===== config.mk =====
export PLATFORM = sky130hd
export DESIGN_NAME = lsu_tlb_wrdp
export DESIGN_NICKNAME = d
export VERILOG_FILES = /design/src/rtl/lsu_tlb_wrdp_pkg.sv /design/src/rtl/lsu_tlb_wr_fmt.sv /design/src/rtl/lsu_tlb_wrdp.sv
export SDC_FILE = /design/constraint.sdc
export NUM_CORES = 1
export LEC_CHECK = 0
export CORE_MARGIN = 2
export CORE_UTILIZATION = 40
export DETAILED_ROUTE_END_ITERATION = 6
export PLACE_DENSITY = 0.59
export SLEW_MARGIN = 0
export SYNTH_ARGS = -nofsm -noshare
export SYNTH_HDL_FRONTEND = slang
export SYNTH_HIERARCHICAL = 1
export SYNTH_SLANG_ARGS = --single-unit

===== constraint.sdc =====
create_clock -name rclk -period 1.8 [get_ports rclk]
set_input_delay 0.18 -clock rclk [delete_from_list [all_inputs] [get_ports rclk]]
set_output_delay 0.18 -clock rclk [all_outputs]
set_load 0.01 [all_outputs]

===== src/rtl/lsu_tlb_wrdp_pkg.sv =====
// Field positions, page-size encodings and FSM states shared by the DTLB write datapath.
package lsu_tlb_wrdp_pkg;

    localparam int STLB_TAG_W  = 59;
    localparam int STLB_DATA_W = 43;

    localparam int STLB_TAG_V          = 58;
    localparam int STLB_TAG_VA_27_22_V = 57;
    localparam int STLB_TAG_VA_21_16_V = 56;
    localparam int STLB_TAG_VA_15_13_V = 55;
    localparam int STLB_TAG_PARITY     = 54;
    localparam int STLB_TAG_VA_HI      = 53;
    localparam int STLB_TAG_VA_LO      = 28;
    localparam int STLB_TAG_U          = 26;
    localparam int STLB_TAG_VA_LO_HI   = 21;
    localparam int STLB_TAG_VA_LO_LO   = 13;
    localparam int STLB_TAG_CTXT_HI    = 12;

    // Covered: [58:55], [53:27], [25], [23:0]; matches the read-side checker.
    localparam logic [STLB_TAG_W-1:0] STLB_TAG_PAR_MASK =
        {4'hF, 1'b0, 27'h7FF_FFFF, 1'b0, 1'b1, 1'b0, 24'hFF_FFFF};

    localparam int STLB_DATA_PARITY    = 42;
    localparam int STLB_DATA_NFO       = 41;
    localparam int STLB_DATA_IE        = 40;
    localparam int STLB_DATA_PA_HI     = 39;
    localparam int STLB_DATA_PA_LO     = 13;
    localparam int STLB_DATA_27_22_SEL = 12;
    localparam int STLB_DATA_21_16_SEL = 11;
    localparam int STLB_DATA_15_13_SEL = 10;
    localparam int STLB_DATA_L         = 5;
    localparam int STLB_DATA_CP        = 4;
    localparam int STLB_DATA_CV        = 3;
    localparam int STLB_DATA_E         = 2;
    localparam int STLB_DATA_P         = 1;
    localparam int STLB_DATA_W_BIT     = 0;

    localparam logic [2:0] PSZ_8K   = 3'b000;
    localparam logic [2:0] PSZ_64K  = 3'b001;
    localparam logic [2:0] PSZ_4M   = 3'b011;
    localparam logic [2:0] PSZ_256M = 3'b101;

    localparam logic [2:0] SEL_8K   = 3'b000;
    localparam logic [2:0] SEL_64K  = 3'b001;
    localparam logic [2:0] SEL_4M   = 3'b011;
    localparam logic [2:0] SEL_256M = 3'b111;

    typedef enum logic [1:0] {
        IDLE = 2'd0,
        FMT  = 2'd1,
        REQ  = 2'd2,
        DONE = 2'd3
    } state_e;

endpackage


===== src/rtl/lsu_tlb_wr_fmt.sv =====
// Combinational formatter: ASI store data + Tag-Access value -> raw TLB tag/data words with parity.
module lsu_tlb_wr_fmt
    import lsu_tlb_wrdp_pkg::*;
(
    input  logic [63:0]             data,
    input  logic [63:0]             tag_acc,
    output logic [STLB_TAG_W-1:0]   tag,
    output logic [STLB_DATA_W-1:0]  dword,
    output logic                    sz_err
);

    logic [2:0] sz;
    logic [2:0] sel;
    logic       unused_bits;

    assign sz = {data[48], data[62:61]};
    assign unused_bits = ^{data[58:49], data[47:40], data[12:7], data[0], tag_acc[63:48]};

    always_comb begin
        sel    = SEL_8K;
        sz_err = 1'b0;
        case (sz)
            PSZ_8K:   sel = SEL_8K;
            PSZ_64K:  sel = SEL_64K;
            PSZ_4M:   sel = SEL_4M;
            PSZ_256M: sel = SEL_256M;
            default:  sz_err = 1'b1;   // reserved sizes fall back to 8K
        endcase
    end

    always_comb begin
        tag = '0;
        tag[STLB_TAG_V]                          = data[63];
        tag[STLB_TAG_VA_27_22_V]                 = sel[2];
        tag[STLB_TAG_VA_21_16_V]                 = sel[1];
        tag[STLB_TAG_VA_15_13_V]                 = sel[0];
        tag[STLB_TAG_VA_HI:STLB_TAG_VA_LO]       = tag_acc[47:22];
        tag[STLB_TAG_VA_LO_HI:STLB_TAG_VA_LO_LO] = tag_acc[21:13];
        tag[STLB_TAG_CTXT_HI:0]                  = tag_acc[12:0];
        tag[STLB_TAG_U]                          = 1'b0;
        tag[STLB_TAG_PARITY]                     = ^(tag & STLB_TAG_PAR_MASK);
    end

    always_comb begin
        dword = '0;
        dword[STLB_DATA_NFO]                     = data[60];
        dword[STLB_DATA_IE]                      = data[59];
        dword[STLB_DATA_PA_HI:STLB_DATA_PA_LO]   = data[39:13];
        dword[STLB_DATA_27_22_SEL]               = sel[2];
        dword[STLB_DATA_21_16_SEL]               = sel[1];
        dword[STLB_DATA_15_13_SEL]               = sel[0];
        dword[STLB_DATA_L]                       = data[6];
        dword[STLB_DATA_CP]                      = data[5];
        dword[STLB_DATA_CV]                      = data[4];
        dword[STLB_DATA_E]                       = data[3];
        dword[STLB_DATA_P]                       = data[2];
        dword[STLB_DATA_W_BIT]                   = data[1];
        dword[STLB_DATA_PARITY]                  = ^dword[STLB_DATA_PARITY-1:0];
    end

endmodule


===== src/rtl/lsu_tlb_wrdp.sv =====
// DTLB write datapath: per-thread Tag-Access registers, snapshot/format/request FSM.
// Optional parity-error injection ports are enabled by defining LSU_TLB_PERR_INJ_EN.
module lsu_tlb_wrdp
    import lsu_tlb_wrdp_pkg::*;
#(
    parameter int THREADS = 4,
    parameter int TID_W   = 2,
    parameter int IDX_W   = 6
) (
    input  logic                    rclk,
    input  logic                    arst_l,
    input  logic                    tag_acc_wr_vld,
    input  logic [TID_W-1:0]        tag_acc_wr_tid,
    input  logic [63:0]             asi_wr_data,
    input  logic                    data_wr_vld,
    input  logic [TID_W-1:0]        data_wr_tid,
    input  logic                    data_wr_acc,
    input  logic [IDX_W-1:0]        data_wr_idx,
    output logic                    wr_busy,
    output logic                    tlb_wr_vld,
    input  logic                    tlb_wr_rdy,
    output logic [STLB_TAG_W-1:0]   tlb_wr_tag,
    output logic [STLB_DATA_W-1:0]  tlb_wr_data,
    output logic [IDX_W-1:0]        tlb_wr_idx,
    output logic                    tlb_wr_idx_vld,
    output logic                    tlb_wr_done,
    output logic                    tlb_wr_sz_err
`ifdef LSU_TLB_PERR_INJ_EN
    ,
    input  logic                    perr_inj_tag,
    input  logic                    perr_inj_data
`endif
);

    // Handshake: tlb_wr_vld rises in REQ and holds tag/data/idx stable until the
    // cycle tlb_wr_rdy is sampled high; that edge completes the transfer.
    state_e                  state;
    logic [63:0]             tag_acc [THREADS];
    logic [63:0]             data_q;
    logic [63:0]             tacc_q;
    logic [IDX_W-1:0]        idx_q;
    logic                    acc_q;
    logic                    sz_err_q;
    logic                    inj_tag_q;
    logic                    inj_data_q;
    logic [STLB_TAG_W-1:0]   fmt_tag;
    logic [STLB_DATA_W-1:0]  fmt_data;
    logic                    fmt_sz_err;
    logic [STLB_TAG_W-1:0]   out_tag;
    logic [STLB_DATA_W-1:0]  out_data;

    assign wr_busy = (state != IDLE);

    always_ff @(posedge rclk or negedge arst_l) begin
        if (!arst_l) begin
            for (int i = 0; i < THREADS; i++) tag_acc[i] <= '0;
        end else if (tag_acc_wr_vld) begin
            tag_acc[tag_acc_wr_tid] <= asi_wr_data;
        end
    end

`ifdef LSU_TLB_PERR_INJ_EN
    always_ff @(posedge rclk or negedge arst_l) begin
        if (!arst_l) begin
            inj_tag_q  <= 1'b0;
            inj_data_q <= 1'b0;
        end else if (state == IDLE && data_wr_vld) begin
            inj_tag_q  <= perr_inj_tag;
            inj_data_q <= perr_inj_data;
        end
    end
`else
    assign inj_tag_q  = 1'b0;
    assign inj_data_q = 1'b0;
`endif

    lsu_tlb_wr_fmt u_fmt (
        .data    (data_q),
        .tag_acc (tacc_q),
        .tag     (fmt_tag),
        .dword   (fmt_data),
        .sz_err  (fmt_sz_err)
    );

    always_comb begin
        out_tag                    = fmt_tag;
        out_data                   = fmt_data;
        out_tag[STLB_TAG_PARITY]   = fmt_tag[STLB_TAG_PARITY] ^ inj_tag_q;
        out_data[STLB_DATA_PARITY] = fmt_data[STLB_DATA_PARITY] ^ inj_data_q;
    end

    always_ff @(posedge rclk or negedge arst_l) begin
        if (!arst_l) begin
            state          <= IDLE;
            data_q         <= '0;
            tacc_q         <= '0;
            idx_q          <= '0;
            acc_q          <= 1'b0;
            sz_err_q       <= 1'b0;
            tlb_wr_vld     <= 1'b0;
            tlb_wr_tag     <= '0;
            tlb_wr_data    <= '0;
            tlb_wr_idx     <= '0;
            tlb_wr_idx_vld <= 1'b0;
            tlb_wr_done    <= 1'b0;
            tlb_wr_sz_err  <= 1'b0;
        end else begin
            tlb_wr_done   <= 1'b0;
            tlb_wr_sz_err <= 1'b0;
            case (state)
                IDLE: begin
                    // Nonblocking read of tag_acc yields the pre-write value on a same-cycle update.
                    if (data_wr_vld) begin
                        data_q <= asi_wr_data;
                        tacc_q <= tag_acc[data_wr_tid];
                        idx_q  <= data_wr_idx;
                        acc_q  <= data_wr_acc;
                        state  <= FMT;
                    end
                end
                FMT: begin
                    tlb_wr_tag     <= out_tag;
                    tlb_wr_data    <= out_data;
                    tlb_wr_idx     <= idx_q;
                    tlb_wr_idx_vld <= acc_q;
                    sz_err_q       <= fmt_sz_err;
                    tlb_wr_vld     <= 1'b1;
                    state          <= REQ;
                end
                REQ: begin
                    if (tlb_wr_rdy) begin
                        tlb_wr_vld    <= 1'b0;
                        tlb_wr_done   <= 1'b1;
                        tlb_wr_sz_err <= sz_err_q;
                        state         <= DONE;
                    end
                end
                DONE: state <= IDLE;
                default: state <= IDLE;
            endcase
        end
    end

endmodule


==> flow_summary_export.csv <==
group,metric,value,unit
route,top_layer,"met4",
power_and_ir_drop,p_comb_frac,0.437,
route,routedWlPerCell,20.3,um
placed_design,numPortBuffers,182,
die,io_pins,193,
logic_synthesis,yosys_warnings,6,
die,start_util,0.406,
sta,setup_viol,2,
logic_synthesis,synth_area,0.0180,mm2
clock_tree,root_buffer,"clkbuf_16",
sta,drv_slew,0,
run_status,violations,"negative setup slack",
grt,gr-usage-all-layers,0.182,
worst_setup_path,endpoint_kind,"flop",
sta,min_period,2.02,ns
grt,grt_pass1_vias,10800,
die,num_rows,77,
clock_tree,cts_made_buffers,44,
worst_setup_path,cp-start-kind,"flop",
clock_tree,clock_latency,0.56,ns
power_and_ir_drop,p_int,28.8,mW
die,fp.dieW,216,um
power_and_ir_drop,p_sw_frac,0.307,
route,drt-met1-wl,19100,um
worst_setup_path,worstPathArrival,2.46,ns
die,die_height,216,um
route,post-route-drc-count,0,
worst_setup_path,cpLargestDelayFamily,"XOR/XNOR gates",
power_and_ir_drop,ir_worst_vdd,0.00139,V
placed_design,dp_hpwl,26900,um
cells_and_area,area_delta_synth_final,23.6,%
route,drt_iter0_drc,443,
cells_and_area,final_util,0.501,
grt,grt_max_degree,79,
worst_setup_path,crit_top_cell,"xnor2_1",
placed_design,gp_congestion,0.702,
route,met3_length,1380,um
route,via_per_inst,4.96,
job,cap_violations,0,
cells_and_area,final_common_cell,"dfrtp_1",
placed_design,place_ws,-0.196,ns
cells_and_area,drive_above_1_share,0.414,
route,antenna_left,0,
worst_setup_path,worstPathMaxFanout,2,
worst_setup_path,path_class,"reg -> reg",
power_and_ir_drop,power_density,1870,mW/mm2
worst_setup_path,path_buf_inv,0,
cells_and_area,fin_nets,1489,
grt,gr-total-overflow,0,
min_path,hp-class,"in -> async",
sta,period_share,1.12,
power_and_ir_drop,seqPwrFrac,0.338,
worst_setup_path,worstPathCellList,"xnor2_1 -> xnor2_1 -> xnor2_1 -> xnor2_2 -> xnor3_1 -> mux2_2",
sta,rsz0062_at_grt,"true",
run_status,status,"finished with violations",
sta,fin_ws,-0.222,ns
clock_tree,clk_pin_slew_worst_paths,0.06,ns
sta,finalHoldViolCount,0,
worst_setup_path,max_stage_delay,0.40,ns
route,route.met2.wl,19900,um
route,first_pass_iters,4,
clock_tree,cts_tree,"done",
clock_tree,htreeDepth,2,
clock_tree,clock_path_buffers,3,
clock_tree,cts.sinks,401,
route,totalWireLength,41200,um
route,num_vias,10100,
die,die_area,0.0467,mm2
cells_and_area,most-common-layout-cells,"dfrtp_1 (401), mux2_2 (349), clkdlybuf4s50_1 (179)",
worst_setup_path,cp.required,2.24,ns
logic_synthesis,syn_area_per_cell,14.7,um2
worst_setup_path,critPathSlowestCell,"xnor3_1",
power_and_ir_drop,power_frac_clock,0.225,
power_and_ir_drop,leakage,9.66,nW
sta,fin_skew,0.0118,ns
logic_synthesis,synth_cells,1224,
sta,fmax,495,MHz
die,core-area,0.0443,mm2
power_and_ir_drop,power_switching,12.7,mW
grt,antenna_found_initial,0,
grt,grt_pass1_wl,65500,um
cells_and_area,num_antenna_cells,0,
## state kept, by name, indices dropped and copies added (netlist names)
signal / cells
tag_acc: 192
tlb_wr_tag: 59
tacc_q: 48
tlb_wr_data: 43
data_q: 39
idx_q: 6
tlb_wr_idx: 6
state: 2
acc_q: 1
sz_err_q: 1
tlb_wr_done: 1
tlb_wr_idx_vld: 1
tlb_wr_sz_err: 1
tlb_wr_vld: 1
## layout make-up
| type | count | area, um2 |
|---|---|---|
| clock buffers | 69 | 1350 |
| clock inverters | 11 | 158 |
| fillers | 3882 | 22100 |
| well taps | 592 | 741 |
| multi-input cells | 659 | 6890 |
| inverters | 4 | 15.0 |
| flip-flops and latches | 401 | 10000 |
| repair buffers | 294 | 3030 |
## layer usage
| metal | vias to the layer above | global-route usage |
|---|---|---|
| li1 | 4581 | - |
| met1 | 5272 | 0.251 |
| met2 | 156 | 0.298 |
| met3 | 53 | 0.0293 |
| met4 | 0 | 0.0521 |
| met5 | - | 0 |
## power groups by stage
stage / clock (mW) / combinational, mW / sequential (mW)
4_1_cts: 9.60 / 18.2 / 14.1
5_1_grt: 10.0 / 19.4 / 14.5
3_5_place_dp: 0 / 17.9 / 14.3
3_3_place_gp: 0 / 17.8 / 14.1
2_1_floorplan: 0 / 11.6 / 14.4
6_report: 9.35 / 18.2 / 14.1
## worst paths after layout
kind,startpoint,cells after the start,slack [ns],endpoint
worst min-delay path,arst_l,2,0.12,tlb_wr_idx[0]
min in group rclk,data_wr_tid[1],3,0.18,tacc_q[40]
max in group asynchronous,arst_l,4,0.94,tag_acc[81]
worst min register to register,tlb_wr_vld,2,0.48,tlb_wr_vld
worst max register to register,tacc_q[47],6,-0.22,tlb_wr_tag[54]
worst max-delay path,tacc_q[47],6,-0.22,tlb_wr_tag[54]
## stage by stage
stage	hold slack, ns	total power, mW	setup TNS [ns]	cell area (um2)	std cells
detailed placement	0.0992	32.1	-0.372	20600	1944
floorplan	-0.116	26.0	0	18000	1233
CTS	0.103	41.9	-0.335	22200	2028
global route	0.119	43.9	-0.523	22200	2030
global placement	0.102	31.9	-0.375	20600	1944
finish	0.119	41.6	-0.334	22200	2030
## timing repair
item | in CTS | in global routing
buffers inserted | 3 | 2
gates resized for setup | 9 | 3
endpoints found under the hold margin | 320 | 0
hold buffers | 1 | 0
setup endpoints to repair | 3 | 3
pin swaps | 8 | 3
(Power assumes the default switching activity.)
